`config.mk`:
```
export PLATFORM = sky130hd
export DESIGN_NAME = dram_ctrl
export DESIGN_NICKNAME = d
export VERILOG_FILES = /design/src/rtl/dram_pkg.sv /design/src/rtl/dram_refresh_timer.sv /design/src/rtl/dram_ctrl.sv
export SDC_FILE = /design/constraint.sdc
export NUM_CORES = 1
export LEC_CHECK = 0
export ABC_AREA = 1
export CAP_MARGIN = 20
export CORE_ASPECT_RATIO = 1.75
export CORE_MARGIN = 2
export CORE_UTILIZATION = 30
export DETAILED_ROUTE_END_ITERATION = 7
export PLACE_DENSITY = 0.59
export REMOVE_ABC_BUFFERS = 1
export SYNTH_ARGS = -nofsm -noshare
export SYNTH_HDL_FRONTEND = slang
export SYNTH_HIERARCHICAL = 1
export SYNTH_SLANG_ARGS = --single-unit
```
`constraint.sdc`:
```
create_clock -name clk -period 1.9 [get_ports clk]
set_clock_uncertainty 0.2 [all_clocks]
set_input_delay 0.38 -clock clk [delete_from_list [all_inputs] [get_ports clk]]
set_output_delay 0.38 -clock clk [all_outputs]
set_load 0.01 [all_outputs]
```
`src/rtl/dram_pkg.sv`:
```
// rtl/dram_pkg.sv - shared types, widths and RAS decode for the SIMM array controller
package dram_pkg;

  typedef enum logic [2:0] {
    IDLE,
    ROW,
    COL,
    PRE,
    REF_CAS,
    REF_RAS
  } state_t;

  localparam int BANK_W    = 3;
  localparam int ROW_W     = 9;
  localparam int COL_W     = 9;
  localparam int DATA_W    = 16;
  localparam int NUM_BANKS = 1 << BANK_W;

  // One-hot-low RAS vector: only the addressed bank's strobe is asserted.
  function automatic logic [NUM_BANKS-1:0] bank_ras_n(input logic [BANK_W-1:0] bank);
    logic [NUM_BANKS-1:0] r;
    r       = '1;
    r[bank] = 1'b0;
    return r;
  endfunction

endpackage

```
`src/rtl/dram_refresh_timer.sv`:
```
// rtl/dram_refresh_timer.sv - free-running refresh interval counter with a single pending flag
module dram_refresh_timer #(
  parameter int REF_INTERVAL = 390
) (
  input  logic clk,
  input  logic rst_n,
  input  logic clear,
  output logic ref_pending
);

  localparam int CNT_W = $clog2(REF_INTERVAL);
  localparam logic [CNT_W-1:0] LAST = CNT_W'(REF_INTERVAL - 1);

  logic [CNT_W-1:0] cnt_q, cnt_d;
  logic             pend_q, pend_d;
  logic             wrap;

  // A wrap coinciding with a clear wins, so no refresh interval is ever lost.
  always_comb begin
    wrap   = (cnt_q == LAST);
    cnt_d  = wrap ? '0 : cnt_q + CNT_W'(1);
    pend_d = pend_q;
    if (clear) pend_d = 1'b0;
    if (wrap)  pend_d = 1'b1;
  end

  always_ff @(posedge clk or negedge rst_n) begin
    if (!rst_n) begin
      cnt_q  <= '0;
      pend_q <= 1'b0;
    end else begin
      cnt_q  <= cnt_d;
      pend_q <= pend_d;
    end
  end

  assign ref_pending = pend_q;

endmodule

```
`src/rtl/dram_ctrl.sv`:
```
// rtl/dram_ctrl.sv - single-word host access and CBR refresh sequencer for the 8-bank SIMM array
module dram_ctrl
  import dram_pkg::*;
#(
  parameter int T_RCD        = 2,
  parameter int T_CAS        = 2,
  parameter int T_RAS        = 3,
  parameter int T_RP         = 2,
  parameter int REF_INTERVAL = 390
) (
  input  logic                    clk,
  input  logic                    rst_n,
  input  logic                    req,
  input  logic                    req_we,
  input  logic [20:0]             req_addr,
  input  logic [DATA_W-1:0]       req_wdata,
  output logic                    ready,
  output logic                    ack,
  output logic [DATA_W-1:0]       rdata,
  output logic [8:0]              dram_addr,
  output logic [NUM_BANKS-1:0]    ras_n,
  output logic                    cas_n,
  output logic                    we_n,
  output logic [DATA_W-1:0]       dq_out,
  output logic                    dq_oe,
  input  logic [DATA_W-1:0]       dq_in
);

  localparam logic [3:0] T_RCD_W = 4'(T_RCD);
  localparam logic [3:0] T_CAS_W = 4'(T_CAS);
  localparam logic [3:0] T_RAS_W = 4'(T_RAS);
  localparam logic [3:0] T_RP_W  = 4'(T_RP);

  state_t              state_q, state_d;
  logic [3:0]          wait_q, wait_d;
  logic [BANK_W-1:0]   bank_q, bank_d;
  logic [ROW_W-1:0]    row_q, row_d;
  logic [COL_W-1:0]    col_q, col_d;
  logic                we_q, we_d;
  logic [DATA_W-1:0]   wdata_q, wdata_d;
  logic [DATA_W-1:0]   rdata_q, rdata_d;
  logic                ack_q, ack_d;
  logic                ref_pending;
  logic                ref_clear;
  logic                last;

  dram_refresh_timer #(
    .REF_INTERVAL(REF_INTERVAL)
  ) u_refresh_timer (
    .clk        (clk),
    .rst_n      (rst_n),
    .clear      (ref_clear),
    .ref_pending(ref_pending)
  );

  assign ready = (state_q == IDLE) && !ref_pending;

  always_comb begin
    state_d   = state_q;
    wait_d    = wait_q;
    bank_d    = bank_q;
    row_d     = row_q;
    col_d     = col_q;
    we_d      = we_q;
    wdata_d   = wdata_q;
    rdata_d   = rdata_q;
    ack_d     = 1'b0;
    ref_clear = 1'b0;
    last      = (wait_q == 4'd1);
    case (state_q)
      IDLE: begin
        // Refresh is checked first so a pending refresh starves the host.
        if (ref_pending) begin
          state_d   = REF_CAS;
          wait_d    = 4'd1;
          ref_clear = 1'b1;
        end else if (req) begin
          bank_d  = req_addr[20:18];
          row_d   = req_addr[17:9];
          col_d   = req_addr[8:0];
          we_d    = req_we;
          wdata_d = req_wdata;
          state_d = ROW;
          wait_d  = T_RCD_W;
        end
      end
      ROW: begin
        if (last) begin
          state_d = COL;
          wait_d  = T_CAS_W;
        end else begin
          wait_d = wait_q - 4'd1;
        end
      end
      COL: begin
        if (last) begin
          state_d = PRE;
          wait_d  = T_RP_W;
          ack_d   = 1'b1;
          if (!we_q) rdata_d = dq_in;
        end else begin
          wait_d = wait_q - 4'd1;
        end
      end
      PRE: begin
        if (last) state_d = IDLE;
        else      wait_d  = wait_q - 4'd1;
      end
      REF_CAS: begin
        state_d = REF_RAS;
        wait_d  = T_RAS_W;
      end
      REF_RAS: begin
        if (last) begin
          state_d = PRE;
          wait_d  = T_RP_W;
        end else begin
          wait_d = wait_q - 4'd1;
        end
      end
      default: state_d = IDLE;
    endcase
  end

  // Strobes are decoded from the registered state so reset forces them inactive at once.
  always_comb begin
    ras_n     = '1;
    cas_n     = 1'b1;
    we_n      = 1'b1;
    dq_oe     = 1'b0;
    dq_out    = '0;
    dram_addr = '0;
    case (state_q)
      ROW: begin
        ras_n     = bank_ras_n(bank_q);
        dram_addr = row_q;
      end
      COL: begin
        ras_n     = bank_ras_n(bank_q);
        cas_n     = 1'b0;
        dram_addr = col_q;
        we_n      = ~we_q;
        dq_oe     = we_q;
        dq_out    = wdata_q;
      end
      REF_CAS: cas_n = 1'b0;
      REF_RAS: begin
        cas_n = 1'b0;
        ras_n = '0;
      end
      default: ;
    endcase
  end

  always_ff @(posedge clk or negedge rst_n) begin
    if (!rst_n) begin
      state_q <= IDLE;
      wait_q  <= '0;
      bank_q  <= '0;
      row_q   <= '0;
      col_q   <= '0;
      we_q    <= 1'b0;
      wdata_q <= '0;
      rdata_q <= '0;
      ack_q   <= 1'b0;
    end else begin
      state_q <= state_d;
      wait_q  <= wait_d;
      bank_q  <= bank_d;
      row_q   <= row_d;
      col_q   <= col_d;
      we_q    <= we_d;
      wdata_q <= wdata_d;
      rdata_q <= rdata_d;
      ack_q   <= ack_d;
    end
  end

  assign ack   = ack_q;
  assign rdata = rdata_q;

endmodule

```
== After elaboration in Yosys (flattened, before gate mapping) ==
Index checks and enable logic that the tools add are counted.

* Multiplexer cells: 26
* Equal/unequal tests: 12
* Bitwise gates (word level): 3
* Magnitude comparators: 2
* Reduce and logical (&&, ||, !) cells: 14
* $add $sub $neg: 2

{| class="wikitable"
|+ Operators by type and width
! kind !! count
|-
| $pmux W9 S2 || 1
|-
| $mux W16 || 1
|-
| $mux W4 || 4
|-
| $pmux W4 S4 || 1
|-
| $pmux W8 S2 || 1
|-
| $mux W3 || 5
|-
| $pmux W3 S5 || 1
|-
| $mux W1 || 10
|-
| $add A9 B1 Y9 const B || 1
|-
| $eq A9 B9 Y1 const B || 1
|-
| $mux W9 || 1
|-
| $reduce_and A3 Y1 || 3
|-
| $not A8 Y8 || 1
|-
| $eq A3 B2 Y1 const B || 2
|-
| $eq A3 B3 Y1 const B || 2
|-
| $ne A2 B2 Y1 const B || 3
|-
| $reduce_or A3 Y1 || 2
|-
| $eq A4 B1 Y1 const B || 1
|-
| $lt A3 B4 Y1 const B || 1
|-
| $reduce_and A4 Y1 || 1
|-
| $reduce_bool A4 Y1 || 1
|-
| $reduce_or A2 Y1 || 2
|-
| $sub A4 B1 Y4 const B || 1
|-
| $demux W1 S3 || 1
|-
| 9 further kinds || 11
|}

* Bits of input ports: 57
* Logic and storage cells: 70
* Output and inout port bits: 54
* Flip-flop bits (word level): 72

== Depth between registers and ports, before layout ==
* Word-level depth: 6
* Depth in mapped cells: 9
* Mapped depth without buffers: 8

== Cells and area by module ==
The synthesis kept the hierarchy.

{| class="wikitable"
|+ By module, submodules not included
! module !! cells an instance !! area each (um^2) !! times used !! seq. area each (um^2)
|-
| dram_ctrl || 381 || 3057.9 || 1 || 1551.5
|-
| dram_refresh_timer || 67 || 513.0 || 1 || 250.2
|}

== Least setup slack after synthesis ==
Ideal clock, no wire load.

* Kind: register -> output
* From: register state_q[0]
* To: output dq_out[10]
* Path buffers: 3
* Path slack: 97 ps
* Required time: 1320 ps
* Arrival: 1223 ps
* Cell stages (with the launch flop): 7
* Path through: dfrtp_1 -> buf_2 -> nor2_2 -> nand2_2 -> buf_2 -> buf_2 -> nor2_1

* Cells in the longest elaborated chain, start to end: 2

{| class="wikitable"
|+ Ends and longest elaborated chain
! what !! line !! RTL
|-
| start, declared || dram_ctrl.sv:34 || <nowiki>state_t state_q, state_d;</nowiki>
|-
| start signal, assigned || dram_ctrl.sv:167 || <nowiki>state_q <= state_d;</nowiki>
|-
| $eq A3 B2 Y1 || dram_ctrl.sv:133 || <nowiki>case (state_q)</nowiki>
|-
| $mux W16 || dram_ctrl.sv:133 ||
|-
| end, declared || dram_ctrl.sv:24 || <nowiki>output logic [DATA_W-1:0] dq_out,</nowiki>
|}

Every way passes these cells.

== Worst setup path after layout ==
* From: register state_q[2]
* To: output dq_out[0]

Same word-level chain as after synthesis.

==> results.json <==
{
  "status": "finished with violations",
  "violations": "setup timing",
  "start_util": 0.308,
  "grt_pass1_vias": 3275,
  "clock_latency_ns": 0.34,
  "coreArea_um2": 11600,
  "rsz0062_at_grt": "yes",
  "crit_path_start_kind": "register",
  "synth_area_leaders": "dfrtp_1, nand2_1, nor2_1",
  "worstRegToRegCells": 10,
  "die_w_um": 86.5,
  "drt_pre_antenna_iters": 4,
  "placed_area_um2": 4950,
  "antenna_left": 0,
  "power_mw": 9.71,
  "synth_cells": 448,
  "worst_slack_ns": -0.209,
  "dp.cells": 700,
  "fillers": 1063,
  "finalHoldViolCount": 0,
  "critPathArrivalTime_ns": 1.53,
  "end_kind": "output port",
  "synth_edf_count": 0,
  "wl_mm": 10.8,
  "cts_buffers": 9,
  "rows": 52,
  "path_class": "reg2out",
  "crit_fanout": 7,
  "crit_start": "state_q[2]$_DFFE_PN0P_",
  "max-slew-margin-rel": 0.671,
  "fin_crit_sh": 1.11,
  "synth_top_area_share": 0.505,
  "drv_cap": 0,
  "irDropWorstVdd_mv": 0.695,
  "clkPwrFrac": 0.176,
  "syn_area_um2": 3570,
  "yosysMostFrequentCell": "nand2_1",
  "cts-root-buf": "clkbuf_16",
  "synth_top_area_cell": "dfrtp_1",
  "worstReg2RegStart": "state_q[1]$_DFFE_PN0P_",
  "dpl_worst_slack_ns": -0.377,
  "die_area_um2": 12800,
  "vias_per_cell": 4.63,
  "swShare": 0.396,
  "required_ns": 1.32,
  "place_congestion": 0.838,
  "drv_slew": 0,
  "max_slew.worst_pin.slew_ns": 0.493,
  "yosys_warnings": 6,
  "port_buffers": 110,
  "clock_sinks": 72,
  "place_hpwl_mm": 6.74,
  "fmax_mhz": 474,
  "synth_area_per_cell_um2": 7.97,
  "stdcell_area_um2": 6120,
  "drive_gt1_frac": 0.385,
  "yosys_register_bits": 72,
  "htree_levels": 3,
  "p_seq_frac": 0.253,
  "track_usage": 0.155,
  "synthTopCellsByCount": "nand2_1, dfrtp_1, nor2_1, inv_1, o21ai_0",
  "overflow": 0,
  "whs_endpoint": "col_q[7]$_DFFE_PN0P_",
  "setup_viol": 52,
  "antenna_found_initial": 0,
  "dieHeight_um": 148,
  "finalNonFillerCells": 748,
  "power_leakage_nw": 2.89,
  "drc": 0,
  "comb_power_share": 0.572,
  "tritoncts": "done",
  "ys_seq_area_frac": 0.505,
  "synth-async-reset-ratio": 1.00,
  "drt-initial-drc-count": 125,
  "min_path_type": "reg2reg",
  "grt_pass1_wl_mm": 15.5,
  "synth_cell_types": 22,
  "r2r-end": "row_q[0]$_DFFE_PN0P_",
  "grt_max_degree": 73,
  "wl_per_cell_um": 14.5,
  "r2r_setup_slack_ns": -0.04,
  "yosys_most_used_dff": "dfrtp_1",
  "p_sw_mw": 3.85,
  "vias": 3464,
  "min_from": "col_q[7]$_DFFE_PN0P_",
  "tns_ns": -5.44,
  "holdPathStages": 2,
  "cts.clk_slew.worst_paths_ns": 0.06,
  "p_int_mw": 5.87,
  "power_density_nw_per_um2": 1590,
  "ios": 111,
  "nNetsFinal": 669,
  "fin_crit_ns": 2.11,
  "antennaDiodeCount": 0,
  "clock_path_buffers": 2,
  "area_delta_synth_final_pct": 71.3
}
## per-layer routing
metal	share of wire	track usage
met5	0	0
met4	0.024	0.0781
met3	0.046	0.0366
met2	0.55	0.270
met1	0.38	0.174
## power by group through the flow
stage	clock (mW)	combinational [mW]	sequential, mW
CTS	1.75	4.54	2.43
global route	1.81	6.03	2.52
floorplan	0	1.97	2.48
detailed placement	0	4.22	2.43
global placement	0	4.12	2.43
finish	1.71	5.55	2.46
## stage by stage
stage	util	hold WS [ns]
after global routing	0.528	0.299
after global placement	0.427	0.238
after floorplan	-	-0.116
final	0.528	0.282
after CTS	0.467	0.283
after detailed placement	0.427	0.249
## kinds of logic after synthesis
| family | synth area share |
|---|---|
| adders and majority gates | 0.0140 |
| DFF | 0.505 |
| and+or+nand+nor | 0.241 |
| xor gates and xnor gates | 0.00981 |
| AOI/OAI and AO/OA | 0.130 |
| buffers and inverters | 0.101 |
## cell type report
class	instances	area [um2]	area share
repair buffers	163	1680	0.275
inverters	67	256	0.0419
flip-flops and latches	72	1800	0.295
well taps	135	169	0.0276
clock buffers	11	243	0.0397
repair inverters	1	8.76	0.00143
multi-input cells	294	1900	0.311
clock inverters	5	56.3	0.00920
## worst max-delay path: stages, from the launching register on
cell	delay (ns)
dfrtp_1	0.41
nor2_2	0.15
nand2_2	0.07
buf_6	0.14
buf_8	0.14
nor2_1	0.12
buf_2	0.16
## repair_timing
action	CTS	global route
pin swaps	5	12
hold endpoints to repair	72	0
setup endpoints to repair	66	93
gates resized for setup	215	134
setup buffers	12	6
cloned	2	12
hold buffers	1	0
## flip-flops by register name, indices dropped and copies added, names as in the netlist
signal	flops
u_refresh_timer/ref_pending	1
rdata	16
col_q	9
wait_q	4
bank_q	3
ack	1
we_q	1
row_q	9
state_q	3
wdata_q	16
u_refresh_timer/cnt_q	9
## how the worst max path moves through the flow
stage	to	slack, ns
floorplan	bank_q[2]$_DFFE_PN0P_	-0.34
global placement	ras_n[6]	-0.30
detailed placement	ras_n[2]	-0.38
CTS	ras_n[2]	-0.18
global route	ras_n[2]	-0.28
finish	dq_out[0]	-0.21
## layout by cell type, fill, tap and decap left out, drive strengths merged
master | synthesis | final
a21oi | 37 | 37
buf | 16 | 82
bufinv | 0 | 1
clkbuf | 0 | 19
clkdlybuf4s50 | 0 | 71
clkinv | 1 | 5
clkinvlp | 0 | 1
dfrtp | 72 | 72
dlygate4sd3 | 0 | 1
dlymetal6s2s | 0 | 1
ha | 4 | 4
inv | 66 | 66
nand2 | 109 | 110
nand3 | 21 | 21
nand4 | 1 | 1
nor2 | 76 | 76
nor3 | 2 | 2
o21ai | 39 | 39
xnor2 | 2 | 2
xor2 | 2 | 2
Power figures use the tool's default switching activity.
